===== config.mk =====
export PLATFORM = sky130hd
export DESIGN_NAME = fetch_stage
export DESIGN_NICKNAME = d
export VERILOG_FILES = /design/src/rtl/fetch_stage.sv
export SDC_FILE = /design/constraint.sdc
export NUM_CORES = 1
export LEC_CHECK = 0
export BUFFER_PORTS_ARGS = -buffer_cell sky130_fd_sc_hd__buf_2
export CAP_MARGIN = 15
export CORE_UTILIZATION = 37
export CTS_CLUSTER_DIAMETER = 30
export DETAILED_ROUTE_END_ITERATION = 10
export SYNTH_ARGS = -nofsm -noshare
export SYNTH_HDL_FRONTEND = slang
export SYNTH_SLANG_ARGS = --single-unit

===== constraint.sdc =====
create_clock -name clk -period 3.5 [get_ports clk]
set_clock_uncertainty 0.2 [all_clocks]
set_input_delay 0.875 -clock clk [delete_from_list [all_inputs] [get_ports clk]]
set_output_delay 0.875 -clock clk [all_outputs]
set_load 0.005 [all_outputs]

===== src/rtl/fetch_stage.sv =====
// fetch_stage: PC register and instruction-fetch front end.
// Owns the architectural PC and runs the req/ack handshake with instruction
// memory. Fetched {pc, instr} pairs go into a 2-entry queue whose head drives
// decode. A flush drops the queue and any fetch still in flight. When a fetch
// is abandoned by a flush but not yet acked, the request is held until memory
// acks it, and that data is thrown away.
module fetch_stage #(
    parameter logic [31:0] RESET_PC = 32'h0000_0000
) (
    input  logic        clk,
    input  logic        rst_n,
    output logic [31:0] pc,
    input  logic [31:0] nextpc,
    input  logic        flush,
    input  logic [31:0] flush_pc,
    output logic        imem_req,
    output logic [31:0] imem_addr,
    input  logic        imem_ack,
    input  logic [31:0] imem_rdata,
    output logic        if_valid,
    output logic [31:0] if_pc,
    output logic [31:0] if_instr,
    input  logic        id_ready
);

    typedef enum logic [1:0] {IDLE, REQ, DRAIN, FULL} state_t;

    state_t      state_q, state_d;
    logic [31:0] pc_q, pc_d;
    logic [31:0] req_addr_q, req_addr_d;
    logic        imem_req_q, imem_req_d;
    logic [31:0] e0_pc_q, e0_pc_d, e0_instr_q, e0_instr_d;
    logic [31:0] e1_pc_q, e1_pc_d, e1_instr_q, e1_instr_d;
    logic [1:0]  cnt_q, cnt_d, cnt_mid;
    logic        pop, push;
    logic [31:0] fpc;

    // The low two bits of the redirect target are not used: targets are words.
    logic unused_flush_lsb;
    assign unused_flush_lsb = ^flush_pc[1:0];

    assign fpc       = {flush_pc[31:2], 2'b00};
    assign pc        = pc_q;
    assign imem_req  = imem_req_q;
    assign imem_addr = req_addr_q;
    assign if_valid  = (cnt_q != 2'd0);
    assign if_pc     = e0_pc_q;
    assign if_instr  = e0_instr_q;

    // Next-state logic for the queue, the PC and the request FSM.
    always_comb begin
        state_d    = state_q;
        pc_d       = pc_q;
        req_addr_d = req_addr_q;
        e0_pc_d    = e0_pc_q;
        e0_instr_d = e0_instr_q;
        e1_pc_d    = e1_pc_q;
        e1_instr_d = e1_instr_q;

        pop  = if_valid & id_ready;
        // Data from memory is kept only for a live fetch that no flush has cut off.
        push = (state_q == REQ) & imem_ack & ~flush;

        // The queue is a 2-deep shift FIFO. Slot 0 is always the head.
        cnt_mid = cnt_q - {1'b0, pop};
        if (pop) begin
            e0_pc_d    = e1_pc_q;
            e0_instr_d = e1_instr_q;
        end
        if (push) begin
            if (cnt_mid == 2'd0) begin
                e0_pc_d    = pc_q;
                e0_instr_d = imem_rdata;
            end else begin
                e1_pc_d    = pc_q;
                e1_instr_d = imem_rdata;
            end
        end
        cnt_d = cnt_mid + {1'b0, push};
        if (flush) cnt_d = 2'd0;

        unique case (state_q)
            IDLE: begin
                state_d    = REQ;
                req_addr_d = pc_q;
                if (flush) begin
                    pc_d       = fpc;
                    req_addr_d = fpc;
                end
            end
            REQ: begin
                if (flush) begin
                    pc_d = fpc;
                    // Without an ack the address stays put, so hold it in DRAIN.
                    if (imem_ack) req_addr_d = fpc;
                    else          state_d    = DRAIN;
                end else if (imem_ack) begin
                    pc_d = nextpc;
                    if (cnt_d == 2'd2) state_d    = FULL;
                    else               req_addr_d = nextpc;
                end
            end
            DRAIN: begin
                if (flush) pc_d = fpc;
                if (imem_ack) begin
                    state_d    = REQ;
                    req_addr_d = flush ? fpc : pc_q;
                end
            end
            FULL: begin
                if (flush) begin
                    pc_d       = fpc;
                    req_addr_d = fpc;
                    state_d    = REQ;
                end else if (pop) begin
                    state_d    = REQ;
                    req_addr_d = pc_q;
                end
            end
            default: state_d = IDLE;
        endcase

        imem_req_d = (state_d == REQ) || (state_d == DRAIN);
    end

    // State registers. Reset clears the request at once, so a late ack is ignored.
    always_ff @(posedge clk or negedge rst_n) begin
        if (!rst_n) begin
            state_q    <= IDLE;
            pc_q       <= RESET_PC;
            req_addr_q <= 32'h0;
            imem_req_q <= 1'b0;
            cnt_q      <= 2'd0;
            e0_pc_q    <= 32'h0;
            e0_instr_q <= 32'h0;
            e1_pc_q    <= 32'h0;
            e1_instr_q <= 32'h0;
        end else begin
            state_q    <= state_d;
            pc_q       <= pc_d;
            req_addr_q <= req_addr_d;
            imem_req_q <= imem_req_d;
            cnt_q      <= cnt_d;
            e0_pc_q    <= e0_pc_d;
            e0_instr_q <= e0_instr_d;
            e1_pc_q    <= e1_pc_d;
            e1_instr_q <= e1_instr_d;
        end
    end

endmodule


### Word-level counts from Yosys, hierarchy flattened

Cells that the tools add are included.

* add/subtract/negate cells: 2
* eq/ne operators: 11
* multiplexer cells: 27
* bitwise logic cells: 5
* reduce and logical (&&, ||, !) cells: 7

Operators by type and width (count)
* 2-to-1 mux 32 bit: 16
* one-hot mux 32 bit (4 select lines): 1
* one-hot mux 32 bit (2 select lines): 1
* 2-to-1 mux 2 bit: 8
* != test 3 bit, second input constant: 3
* equality test 2 bit, second input constant: 4
* one-hot mux 2 bit (4 select lines): 1
* equality test 2 x 1 -> 1 bit, second input constant: 2
* zero test 2 bit: 2
* != test 2 bit, second input constant: 2
* AND reduction 4 bit: 1
* AND 1 bit: 3
* OR reduction 3 bit: 1
* adder 2 x 1 -> 2 bit: 1
* NOT 1 bit: 2
* AND reduction 2 bit: 1
* nonzero test 2 bit: 1
* subtractor 2 x 1 -> 2 bit: 1
* logical OR 1 bit: 1

* flip-flop bits (word level): 197
* input bits: 101
* logic and storage cells: 61

### Logic depth before layout (Yosys ltp)

* word-level depth: 12
* mapped depth: 11
* mapped depth without buffers: 9

### Worst setup path after synthesis

Ideal clock, no wire load.

* kind: input to register
* start: in id_ready
* end: reg req_addr_q[10] (netlist: imem_addr[10])
* library setup time: 125 ps
* arrival time: 2866 ps
* data required time: 3175 ps
* setup slack: 309 ps
* cell stages on the path: 11
* cell sequence: o21ai_0 inv_1 clkbuf_1 ha_1 inv_1 ha_1 xnor3_2 nor4_4 nor3_4 buf_6 mux2_4

* longest elaborated chain between the ends: 7
* elaborated cells on any way between the ends: 8

Ends and longest elaborated chain
* start, declared: RTL line 23 `input logic id_ready`
* AND 1 bit (*): RTL line 60 `pop = if_valid & id_ready;`
* subtractor 2 x 1 -> 2 bit: RTL line 65 `cnt_mid = cnt_q - {1'b0, pop};`
* adder 2 x 1 -> 2 bit: RTL line 79 `cnt_d = cnt_mid + {1'b0, push};`
* 2-to-1 mux 2 bit: RTL line 80 `if (flush) cnt_d = 2'd0;`
* equality test 2 bit: RTL line 99 `if (cnt_d == 2'd2) state_d = FULL;`
* != test 3 bit (no source line)
* AND reduction 4 bit (no source line) (*)
* end signal, assigned: RTL line 141 `req_addr_q <= req_addr_d;`
* end, declared: RTL line 30 `logic [31:0] req_addr_q, req_addr_d;`

Every way passes the cells marked *; elsewhere a longest branch is shown, timed or not.
A chain may end at the register's enable or synchronous reset.

### Worst setup path in the final report

* start: in id_ready
* end: reg req_addr_q[31] (netlist: imem_addr[31])

The elaborated chain is that of the path after synthesis.

==> metrics list <==
- Result of the run: completed
* Vias post-DR: 6299
- Critical-path cell list: buf_2, o21ai_4, inv_2, ha_1, inv_1, ha_1, xnor3_2, nor4_4, nor3_4, buf_12, mux2_2
- CP max stage delay: 390 ps
- Setup TNS Final: 0 ps
- The smallest clock period supported by the final layout is computed as 2820 ps.
- sky130_fd_sc_hd__dfrtp_1 is the most common cell in the netlist.
- Synth Net Count: 865
* Data required time of the critical path: 3620 ps
* Worst-Margin Slew: 825 ps
- Inst Count DP: 1265
- The share of synthesized area in the top cell type comes to 0.567.
- The final hold violation count came to 0.
* Most area-hungry cell type in the Yosys netlist: sky130_fd_sc_hd__dfrtp_1
* Startpoint type of the worst setup path: input port
* Initial drt markers: 339
* Unrepaired setup endpoints after global routing: no
- Power spread over the standard cell area amounts to 921 mW/mm2.
* Crit path DAT: 2940 ps
* Number of antenna violations at the first check in global routing: 1
- The longest clock path from root to sink contains 2 buffers.
* DR WL/cell: 15.9 um
* Clock insertion delay at the later pin of the skew report: 430 ps
- Area contributors post-synth: sky130_fd_sc_hd__dfrtp_1, sky130_fd_sc_hd__mux2_2, sky130_fd_sc_hd__nand2_1, sky130_fd_sc_hd__mux2_4, sky130_fd_sc_hd__a31oi_1
- Vias per std cell: 4.85
- Derived from the worst setup path, the maximum achievable clock frequency is 0.355 GHz.
- The most numerous cell type found on the critical path is sky130_fd_sc_hd__ha_1.
- The floorplan step set the die width to 155 um.
- Number of optimization iterations in the first detailed-route pass: 6
- The most used flip-flop cell after synthesis is sky130_fd_sc_hd__dfrtp_1.
- Clock buffers created by TritonCTS: 17
- The H-tree was split into 4 levels.
- Of the synthesized area, sequential elements account for 0.567.
- Sort of element at the end of the critical path: flop
* Total count of max-transition violations in the final report: 0
- Buffers placed on the I/O ports in this run total 228.
- The die covers 0.0241 mm2.
* Post-route antenna net violation count: 0
- The finished layout holds 1299 standard cells, fillers aside.
- After technology mapping, the gate count stands at 762.
- Measured along the y axis, the die boundary spans 155 um.
* Worst voltage drop across the vdd grid: 401 uV
- Vias in the first global route: 6261
* Wire length of the first global-routing pass: 34000 um
- From synthesis to final layout, the design area changed by 24.3%.
- Counting every sink on the clock net gives 197.
- After the last flow step, the layout net total stands at 1074.
- The root buffer cell chosen for the clock tree is sky130_fd_sc_hd__clkbuf_16.
- DRC viols: 0
* Maximum number of pins on one net before global-route repair: 117
* Class of the tightest hold or removal check: in -> async
- Post_cts resized: 0
- Kind of critical path: in -> reg
- For this configuration, the core starts out at a cell density of 0.380.
- Quantity of hold-fixing buffers added after cts: 0
* Flops & latches, synth: 197
- Global-route congestion overflow total: 0
* Buffers plus inverters on the worst setup path: 4
* GRT Resource Usage Total: 0.180
* Synthesized area divided by synthesized cell count: 11.4 um2
- Count of flip-flops with a built-in enable after synthesis: 0
- Final Util: 0.473
- Setup-violating endpoint count in the final report: 0
* TritonCTS clock tree: built
* Buffers inserted during post-CTS setup optimization: 0
- Half-perimeter wire length after placement: 13400 um
* Clock-pin slew on the worst setup and hold paths: 80 ps
* Io pins: 231
- Post-detailed-routing wire length: 20700 um
* Share of post-route cells with drive strength above 1: 0.417
* Commonest cells post-synth: sky130_fd_sc_hd__dfrtp_1, sky130_fd_sc_hd__nand2_1, sky130_fd_sc_hd__mux2_2
* Category of cells accounting for the largest share of critical-path delay: adder cells
* Max Cap Viol: 0
- Synthesized cell area: 0.00869 mm2
- Std cell rows: 55
- Leakage: 5.22 nW
- Max FO, Critical Path: 24
* Placer's final routability congestion estimate: 0.728
* Netlist cell types: 29
- Proportion of synthesized flip-flops having asynchronous set or reset: 1.00
- Hold is met by 259 ps.
- Yosys warning total: 0
- In the finished design, the share of the clock period the worst path needs comes to 0.805.
* Slowest CP cell: sky130_fd_sc_hd__ha_1
- Core Footprint: 0.0228 mm2
- Slew Limit Headroom: 0.450
==> stage by stage <==
stage	setup slack, ps	cell area (um2)	total power [mW]
after detailed placement	220	10200	7.99
final	683	10800	9.95
after global placement	236	10200	7.89
after floorplan	309	8690	6.51
after CTS	677	10800	10.1
after global routing	581	10800	10.7
==> registers in the layout, summed over array words and instances (netlist names) <==
register / cells
pc: 32
state_q: 2
e1_instr_q: 32
if_instr: 32
imem_addr: 32
cnt_q: 2
e1_pc_q: 32
imem_req: 1
if_pc: 32
==> placed cells by master, fill, tap and decap left out, types with 3 or more instances in the layout <==
cell type,Yosys,routed
sky130_fd_sc_hd__a21oi_1,6,6
sky130_fd_sc_hd__a31oi_1,64,64
sky130_fd_sc_hd__buf_12,0,5
sky130_fd_sc_hd__buf_2,17,227
sky130_fd_sc_hd__buf_4,8,10
sky130_fd_sc_hd__bufinv_16,0,3
sky130_fd_sc_hd__clkbuf_16,0,17
sky130_fd_sc_hd__dfrtp_1,197,197
sky130_fd_sc_hd__inv_6,0,4
sky130_fd_sc_hd__inv_8,0,3
sky130_fd_sc_hd__mux2_2,95,95
sky130_fd_sc_hd__mux2_4,30,30
sky130_fd_sc_hd__mux2i_1,30,30
sky130_fd_sc_hd__nand2_1,167,167
sky130_fd_sc_hd__nor2_1,65,65
sky130_fd_sc_hd__o21ai_0,31,30
==> routing by layer <==
layer	track usage	share of wire	routed length [um]
met3	0.0448	0.056	1160
met4	0.0532	0.010	206
met5	0	0	0
met2	0.284	0.46	9500
met1	0.247	0.47	9800
==> path summary, 6_finish.rpt <==
path / cells past startpoint / end / from / slack (ps)
worst max-delay path: 11 / imem_addr[31]$_DFFE_PN0P_ / id_ready / 680
worst min-delay path: 1 / pc[26]$_DFFE_PN0P_ / rst_n / 260
worst max register to register: 10 / imem_addr[31]$_DFFE_PN0P_ / cnt_q[1]$_DFF_PN0_ / 710
worst min register to register: 1 / imem_addr[2]$_DFFE_PN0P_ / imem_addr[2]$_DFFE_PN0P_ / 310
max in group asynchronous: 2 / pc[15]$_DFFE_PN0P_ / rst_n / 2100
min in group clk: 1 / imem_addr[2]$_DFFE_PN0P_ / imem_addr[2]$_DFFE_PN0P_ / 310
==> kinds of logic (layout without fill, tap and decap cells) <==
group	Yosys count	after routing	share of synthesized area
AND/OR/NAND/NOR	246	246	0.114
flip-flops	197	197	0.567
multiplexers	156	156	0.211
AO/OA/AOI/OAI	103	103	0.0691
buffers and inverters	56	278	0.0327
adder cells (fa/ha/maj)	2	2	0.00288
XOR/XNOR	2	2	0.00374
other	0	2	0
==> worst register-to-register path, delay by kind of cell (launching register included) <==
family | cells | cell delay, ps
XOR/XNOR | 1 | 260
multiplexers | 1 | 380
AND/OR/NAND/NOR | 2 | 290
AO/OA/AOI/OAI | 1 | 160
flip-flops | 1 | 440
adder cells (fa/ha/maj) | 2 | 590
buffers and inverters | 3 | 370
==> power by group <==
group	switching (mW)	internal [mW]
clock	0.931	1.15
combinational	1.88	2.01
sequential	0.616	3.36
==> final cells by class <==
class	count	area, um2
Fill cell	2172	12000
Clock inverter	14	191
Multi-Input combinational cell	509	3520
Clock buffer	18	429
Antenna cell	2	5.00
Timing Repair Buffer	243	1330
Inverter	3	11.3
Tap cell	313	392
Sequential cell	197	4930
(Power assumes the default switching activity.)
